==> config.mk <==
export PLATFORM = sky130hd
export DESIGN_NAME = flash_reader
export DESIGN_NICKNAME = d
export VERILOG_FILES = /design/src/rtl/flash_reader_pkg.sv /design/src/rtl/flash_reg_poll.sv /design/src/rtl/flash_reader.sv
export SDC_FILE = /design/constraint.sdc
export NUM_CORES = 1
export LEC_CHECK = 0
export ABC_AREA = 1
export CORE_AREA = 2 2 115 117
export DETAILED_ROUTE_END_ITERATION = 8
export DIE_AREA = 0 0 117 119
export GPL_ROUTABILITY_DRIVEN = 0
export PLACE_DENSITY = 0.59
export SETUP_SLACK_MARGIN = 0.02
export SLEW_MARGIN = 20
export SYNTH_ARGS = -nofsm -noshare
export SYNTH_HDL_FRONTEND = slang
export SYNTH_SLANG_ARGS = --single-unit
==> constraint.sdc <==
create_clock -name i_clk -period 1.9 [get_ports i_clk]
set_input_delay 0.38 -clock i_clk [delete_from_list [all_inputs] [get_ports i_clk]]
set_output_delay 0.38 -clock i_clk [all_outputs]
set_load 0.1 [all_outputs]
==> src/rtl/flash_reader_pkg.sv <==
// flash_reader_pkg: constants shared by flash_reader and flash_reg_poll.
//   - register select codes of the SPI flash register interface
//   - flash read opcodes
//   - sequencer state encoding
package flash_reader_pkg;

  localparam logic [3:0] REG_SO_RDY = 4'd0;
  localparam logic [3:0] REG_SO_DAT = 4'd1;
  localparam logic [3:0] REG_SI_RDY = 4'd2;
  localparam logic [3:0] REG_SI_DAT = 4'd3;

  localparam logic [7:0] CMD_READ      = 8'h03;
  localparam logic [7:0] CMD_FAST_READ = 8'h0B;

  typedef enum logic [3:0] {
    ST_IDLE    = 4'd0,
    ST_TX_POLL = 4'd1,
    ST_TX_CHK  = 4'd2,
    ST_TX_WR   = 4'd3,
    ST_RX_POLL = 4'd4,
    ST_RX_CHK  = 4'd5,
    ST_RX_RD   = 4'd6,
    ST_RX_CAP  = 4'd7,
    ST_OUT     = 4'd8,
    ST_FIN     = 4'd9
  } state_e;

endpackage

==> src/rtl/flash_reg_poll.sv <==
// flash_reg_poll: ready-poll helper shared by the TX and RX wait phases.
// Issues the status read (SO_RDY or SI_RDY by sel_rx_i), evaluates the read
// data in the following check cycle and counts failed polls of the current
// wait, flagging a timeout on the POLL_LIMIT-th consecutive failure.
// Ports:
//   clk_i, rst_ni  clock, async active-low reset
//   clr_i          clear the failed-poll counter (sequencer idle)
//   issue_i        poll read cycle
//   check_i        cycle in which rdata_i holds the poll result
//   sel_rx_i       0: poll SO_RDY, 1: poll SI_RDY
//   rdata_i        register read data
//   en_o, addr_o   poll read strobe and register select
//   ready_o        poll succeeded (check cycle, nonzero data)
//   timeout_o      poll failed for the POLL_LIMIT-th time in a row
module flash_reg_poll
  import flash_reader_pkg::*;
#(
  parameter int WIDTH      = 8,
  parameter int POLL_LIMIT = 1023
) (
  input  logic             clk_i,
  input  logic             rst_ni,
  input  logic             clr_i,
  input  logic             issue_i,
  input  logic             check_i,
  input  logic             sel_rx_i,
  input  logic [WIDTH-1:0] rdata_i,
  output logic             en_o,
  output logic [3:0]       addr_o,
  output logic             ready_o,
  output logic             timeout_o
);

  localparam int CW = $clog2(POLL_LIMIT + 1);

  logic [CW-1:0] cnt_q, cnt_d;
  logic          fail;

  assign en_o      = issue_i;
  assign addr_o    = sel_rx_i ? REG_SI_RDY : REG_SO_RDY;
  assign ready_o   = check_i && (rdata_i != '0);
  assign fail      = check_i && (rdata_i == '0);
  assign timeout_o = fail && (cnt_q == CW'(POLL_LIMIT - 1));

  always_comb begin
    cnt_d = cnt_q;
    if (clr_i || ready_o || timeout_o) begin
      cnt_d = '0;
    end else if (fail) begin
      cnt_d = cnt_q + 1'b1;
    end
  end

  always_ff @(posedge clk_i or negedge rst_ni) begin
    if (!rst_ni) begin
      cnt_q <= '0;
    end else begin
      cnt_q <= cnt_d;
    end
  end

endmodule

==> src/rtl/flash_reader.sv <==
// flash_reader: turns "read i_len bytes at flash address i_faddr" into
// register-level traffic on the SPI flash register interface and streams
// the payload bytes out over a valid/ready handshake.
// Per byte: poll SO_RDY, write SO_DAT, poll SI_RDY, read SI_DAT, capture.
// Header bytes (opcode + address [+ dummy]) are echoed back and discarded.
// Optional build macro: FLASH_READER_FAST_EN selects fast read (0x0B plus
// one dummy byte); otherwise plain read (0x03).
// Ports:
//   i_clk, i_rst_n            clock, async active-low reset
//   i_start, i_faddr, i_len   request (sampled in IDLE only)
//   o_busy, o_done, o_err     status; o_err is a poll timeout flag
//   o_valid, o_byte, i_ready  payload stream
//   o_reg_*, i_reg_rdata      register bus master port
module flash_reader
  import flash_reader_pkg::*;
#(
  parameter int WIDTH      = 8,
  parameter int LEN_W      = 8,
  parameter int POLL_LIMIT = 1023
) (
  input  logic             i_clk,
  input  logic             i_rst_n,
  input  logic             i_start,
  input  logic [23:0]      i_faddr,
  input  logic [LEN_W-1:0] i_len,
  output logic             o_busy,
  output logic             o_done,
  output logic             o_err,
  output logic             o_valid,
  output logic [WIDTH-1:0] o_byte,
  input  logic             i_ready,
  output logic             o_reg_en,
  output logic             o_reg_wr,
  output logic [3:0]       o_reg_addr,
  output logic [WIDTH-1:0] o_reg_wdata,
  input  logic [WIDTH-1:0] i_reg_rdata
);

`ifdef FLASH_READER_FAST_EN
  localparam int               HDR    = 5;
  localparam logic [WIDTH-1:0] OPCODE = WIDTH'(CMD_FAST_READ);
`else
  localparam int               HDR    = 4;
  localparam logic [WIDTH-1:0] OPCODE = WIDTH'(CMD_READ);
`endif

  // Index spans header plus a full-scale length without wrapping.
  localparam int IW = LEN_W + 3;

  state_e           state_q, state_d;
  logic [IW-1:0]    idx_q, idx_d;
  logic [LEN_W-1:0] len_q, len_d;
  logic [23:0]      faddr_q, faddr_d;
  logic             err_q, err_d;
  logic [WIDTH-1:0] byte_q, byte_d;

  logic             poll_en, poll_ready, poll_timeout;
  logic [3:0]       poll_addr;
  logic             discard, is_last, advance;
  logic [WIDTH-1:0] cur_byte;

  flash_reg_poll #(
    .WIDTH      (WIDTH),
    .POLL_LIMIT (POLL_LIMIT)
  ) u_poll (
    .clk_i     (i_clk),
    .rst_ni    (i_rst_n),
    .clr_i     (state_q == ST_IDLE),
    .issue_i   ((state_q == ST_TX_POLL) || (state_q == ST_RX_POLL)),
    .check_i   ((state_q == ST_TX_CHK) || (state_q == ST_RX_CHK)),
    .sel_rx_i  ((state_q == ST_RX_POLL) || (state_q == ST_RX_CHK)),
    .rdata_i   (i_reg_rdata),
    .en_o      (poll_en),
    .addr_o    (poll_addr),
    .ready_o   (poll_ready),
    .timeout_o (poll_timeout)
  );

  assign discard = idx_q < IW'(HDR);
  assign is_last = idx_q == (IW'(len_q) + IW'(HDR - 1));

  // Transmit byte for the current index; payload phase clocks out zeros.
  always_comb begin
    cur_byte = '0;
    case (idx_q)
      IW'(0):  cur_byte = OPCODE;
      IW'(1):  cur_byte = WIDTH'(faddr_q[23:16]);
      IW'(2):  cur_byte = WIDTH'(faddr_q[15:8]);
      IW'(3):  cur_byte = WIDTH'(faddr_q[7:0]);
      default: cur_byte = '0;
    endcase
  end

  always_comb begin
    state_d = state_q;
    idx_d   = idx_q;
    len_d   = len_q;
    faddr_d = faddr_q;
    err_d   = err_q;
    byte_d  = byte_q;
    advance = 1'b0;
    case (state_q)
      ST_IDLE: begin
        if (i_start) begin
          err_d = 1'b0;
          if (i_len == '0) begin
            state_d = ST_FIN;
          end else begin
            len_d   = i_len;
            faddr_d = i_faddr;
            idx_d   = '0;
            state_d = ST_TX_POLL;
          end
        end
      end
      ST_TX_POLL: state_d = ST_TX_CHK;
      ST_TX_CHK: begin
        if (poll_timeout) begin
          err_d   = 1'b1;
          state_d = ST_FIN;
        end else if (poll_ready) begin
          state_d = ST_TX_WR;
        end else begin
          state_d = ST_TX_POLL;
        end
      end
      ST_TX_WR:   state_d = ST_RX_POLL;
      ST_RX_POLL: state_d = ST_RX_CHK;
      ST_RX_CHK: begin
        if (poll_timeout) begin
          err_d   = 1'b1;
          state_d = ST_FIN;
        end else if (poll_ready) begin
          state_d = ST_RX_RD;
        end else begin
          state_d = ST_RX_POLL;
        end
      end
      ST_RX_RD: state_d = ST_RX_CAP;
      ST_RX_CAP: begin
        if (discard) begin
          advance = 1'b1;
        end else begin
          byte_d  = i_reg_rdata;
          state_d = ST_OUT;
        end
      end
      ST_OUT:   advance = i_ready;
      ST_FIN:   state_d = ST_IDLE;
      default:  state_d = ST_IDLE;
    endcase
    if (advance) begin
      if (is_last) begin
        state_d = ST_FIN;
      end else begin
        idx_d   = idx_q + 1'b1;
        state_d = ST_TX_POLL;
      end
    end
  end

  always_ff @(posedge i_clk or negedge i_rst_n) begin
    if (!i_rst_n) begin
      state_q <= ST_IDLE;
      idx_q   <= '0;
      len_q   <= '0;
      faddr_q <= '0;
      err_q   <= 1'b0;
      byte_q  <= '0;
    end else begin
      state_q <= state_d;
      idx_q   <= idx_d;
      len_q   <= len_d;
      faddr_q <= faddr_d;
      err_q   <= err_d;
      byte_q  <= byte_d;
    end
  end

  assign o_busy      = !((state_q == ST_IDLE) || (state_q == ST_FIN));
  assign o_done      = state_q == ST_FIN;
  assign o_err       = err_q;
  assign o_valid     = state_q == ST_OUT;
  assign o_byte      = byte_q;
  assign o_reg_wr    = state_q == ST_TX_WR;
  assign o_reg_en    = poll_en || (state_q == ST_TX_WR) || (state_q == ST_RX_RD);
  assign o_reg_wdata = (state_q == ST_TX_WR) ? cur_byte : '0;

  always_comb begin
    o_reg_addr = 4'd0;
    if (poll_en) begin
      o_reg_addr = poll_addr;
    end else if (state_q == ST_TX_WR) begin
      o_reg_addr = REG_SO_DAT;
    end else if (state_q == ST_RX_RD) begin
      o_reg_addr = REG_SI_DAT;
    end
  end

endmodule

==> impl_metrics.yaml <==
worst_setup_path:
  path_max_fanout: 8
  arrival_ns: 1.98
  crit_type: "flop to output pin"
  end_kind: "output pin"
  crit_required_ns: 1.52
  startpoint_type: "flop"
clock_tree:
  ctsHtreeMaxLevel: 3
  clk_latency_ns: 0.33
  hold_buffers: 0
  cts_sinks: 66
  clk_path_buf_depth: 2
  cts_buffers: 9
  cts_root_buf: "clkbuf_16"
  cts.clk_slew.worst_paths_ns: 0.06
  cts_tree: "yes"
drt:
  detail_route.wl_per_cell_um: 12.8
  drc: 0
  drtIter0Drc: 175
  first_pass_iters: 4
  viasPerCell: 4.49
  drtAntennaViolNets: 0
  routed-via-count: 3691
  routed_wl_um: 10600
floorplanning:
  top_level_ports: 70
  dieArea_mm2: 0.0139
  fp-row-count: 42
  die_h_um: 119
  start_util_pct: 29.2
  die_w_um: 117
  design.core.area_mm2: 0.0129
sta:
  worst_slack_ns: -0.457
  final-hold-violation-count: 0
  rsz0062_at_grt: "yes"
  finalSetupTns_ns: -3.99
  fmax_ghz: 0.424
  setup_viol_count_final: 11
  timing.final.crit_share_pct: 124
  timing.hold.ws_ns: 0.0602
  finalCriticalPeriod_ns: 2.36
  finClkSkew_ns: 0.00656
  slew_violations: 0
worst_hold_path:
  hold_path.class: "input port to async pin"
global_route:
  grt_max_degree: 67
  first_global_vias: 3835
  grt_usage_pct: 15.9
  grt_pass1_wl_um: 17600
  grt_overflow: 0
  antenna_found_initial: 0
yosys:
  yosysSeqAreaShare_pct: 43.9
  syn_inst: 519
  synthTopCellsByArea: "dfrtp_1, nand2_1, inv_1"
  ys_ff_latch: 66
  synth.avg_cell_area_um2: 7.25
  synth_largest_area_cell: "dfrtp_1"
  synth_top_area_share_pct: 43.9
  netlist_area_mm2: 0.00376
  synthArstFlopShare_pct: 100
  synthDistinctLibCells: 36
  yosysWarnings: 0
  synthFlopType: "dfrtp_1"
  synth_edf_count: 0
pwr:
  leakagePower_nw: 2.83
  p_int_mw: 5.19
  seqPwrFrac_pct: 24.1
  p_sw_mw: 4.90
  clkPwrFrac_pct: 17.1
  p_sw_share_pct: 48.6
  vdd_drop_max_mv: 0.612
  power_frac_comb_pct: 58.8
  cellPowerDensity_mw_per_mm2: 1760
finish:
  diodes: 0
  multiInputGateArea_mm2: 0.00205
  areaGrowthSynthToFinish_pct: 52.5
  fillers: 1256
  drive_above_1_share_pct: 26.0
  seq_area_mm2: 0.00166
  nets: 692
placed_design:
  hpwl_um: 7660
  placement.io_buffers: 67
outcome:
  violations: "negative setup slack"
  status: "complete, but fails checks"
run:
  maxCapViolations: 0
==> worst max-delay path, cell delays in order (launching register included) <==
cell and delay, ns:
dfrtp_1 0.38, nor2_2 0.12, and2_1 0.14, nand3_2 0.11
clkinv_4 0.11, nand2_4 0.05, nand4_1 0.16, nand2_4 0.19
nor2_4 0.19, buf_12 0.18
==> timing repair <==
action / in CTS / in global routing
setup endpoints to repair: 13 / 67
setup buffers: 7 / 9
gates resized for setup: 15 / 40
pin swaps: 9 / 15
==> synth_stat cells, types with 5 or more instances <==
library cell / number
dfrtp_1: 66
a21oi_1: 8
xor2_1: 13
o21ai_2: 5
ha_1: 7
clkbuf_1: 5
nor3_1: 8
nand4_1: 7
nand2_1: 200
inv_1: 61
o21ai_0: 22
nand3_1: 31
nor2_1: 45
==> power by group through the flow <==
stage               Combinational [mW]  Clock, mW  Sequential, mW
floorplan                         3.02          0            2.98
global placement                  5.25          0            2.41
detailed placement                5.31          0            2.42
CTS                               5.51       1.77            2.41
global route                      6.44       1.82            2.51
finish                            5.93       1.73            2.43
==> routing by layer <==
metal | global-route usage, % | up-vias | part of all wire, %
li1 | - | 1858 | -
met4 | 6.40 | 0 | 3.7
met5 | 0 | - | 0
met2 | 28.3 | 83 | 51
met1 | 18.5 | 1720 | 42
met3 | 3.10 | 30 | 3.3
==> per-stage QoR <==
| step | worst slack (ns) | cells | area, um^2 | utilization, % | power [mW] |
|---|---|---|---|---|---|
| CTS | -0.464 | 814 | 5550 | 43.1 | 9.69 |
| global route | -0.542 | 822 | 5740 | 44.5 | 10.8 |
| floorplan | -0.879 | 520 | 3880 | - | 6.00 |
| detailed placement | -0.197 | 792 | 5160 | 40.1 | 7.73 |
| finish | -0.457 | 822 | 5740 | 44.5 | 10.1 |
| global placement | -0.129 | 792 | 5160 | 40.1 | 7.66 |
==> registers in the layout (all words and copies together) (netlist names) <==
signal        count
u_poll.cnt_q     10
o_byte            8
faddr_q          24
state_q           4
len_q             8
idx_q            11
o_err             1
==> worst paths after layout <==
path	endpoint	cells after the start	from	slack (ns)
max	o_reg_wdata[5]	9	idx_q[10]	-0.46
min	len_q[7]	2	i_rst_n	0.06
max reg2reg	idx_q[2]	15	len_q[0]	0.12
min reg2reg	faddr_q[20]	2	faddr_q[20]	0.48
max in group asynchronous	state_q[0]	2	i_rst_n	1.51
min in group i_clk	faddr_q[20]	2	faddr_q[20]	0.48
==> cells by family (layout without fill, tap and decap cells) <==
kind of cell             after synthesis  after routing  share of synthesized area, %
multiplexers                           1              1                         0.266
AO/OA/AOI/OAI                         46             46                          7.39
buffers and inverters                 75            201                          8.22
XOR/XNOR                              17             17                          3.96
other                                  1              2                        0.0997
adder cells (fa/ha/maj)                7              7                          2.33
flip-flops                            66             66                          43.9
AND/OR/NAND/NOR                      306            306                          33.8
==> placed cells by master (no fill, tap or decap), drive strengths merged, types with 2 or more instances in the layout <==
master         count
dfrtp             66
nand3             32
inv               64
conb               2
nor3               8
a21oi              8
nand2            205
clkinv             4
xnor2              4
o21ai             31
buf               79
ha                 7
o31ai              2
xor2              13
nand4              7
clkbuf            11
nor2              50
clkdlybuf4s50     42
==> final cells by class <==
type | count | area share (%)
clock buffers | 11 | 4.41
clock inverters | 5 | 1.07
inverters | 64 | 4.36
multi-input cells | 379 | 35.7
flip-flops and latches | 66 | 28.9
well taps | 176 | 3.84
repair buffers | 121 | 21.7
Power figures use the tool's default switching activity.
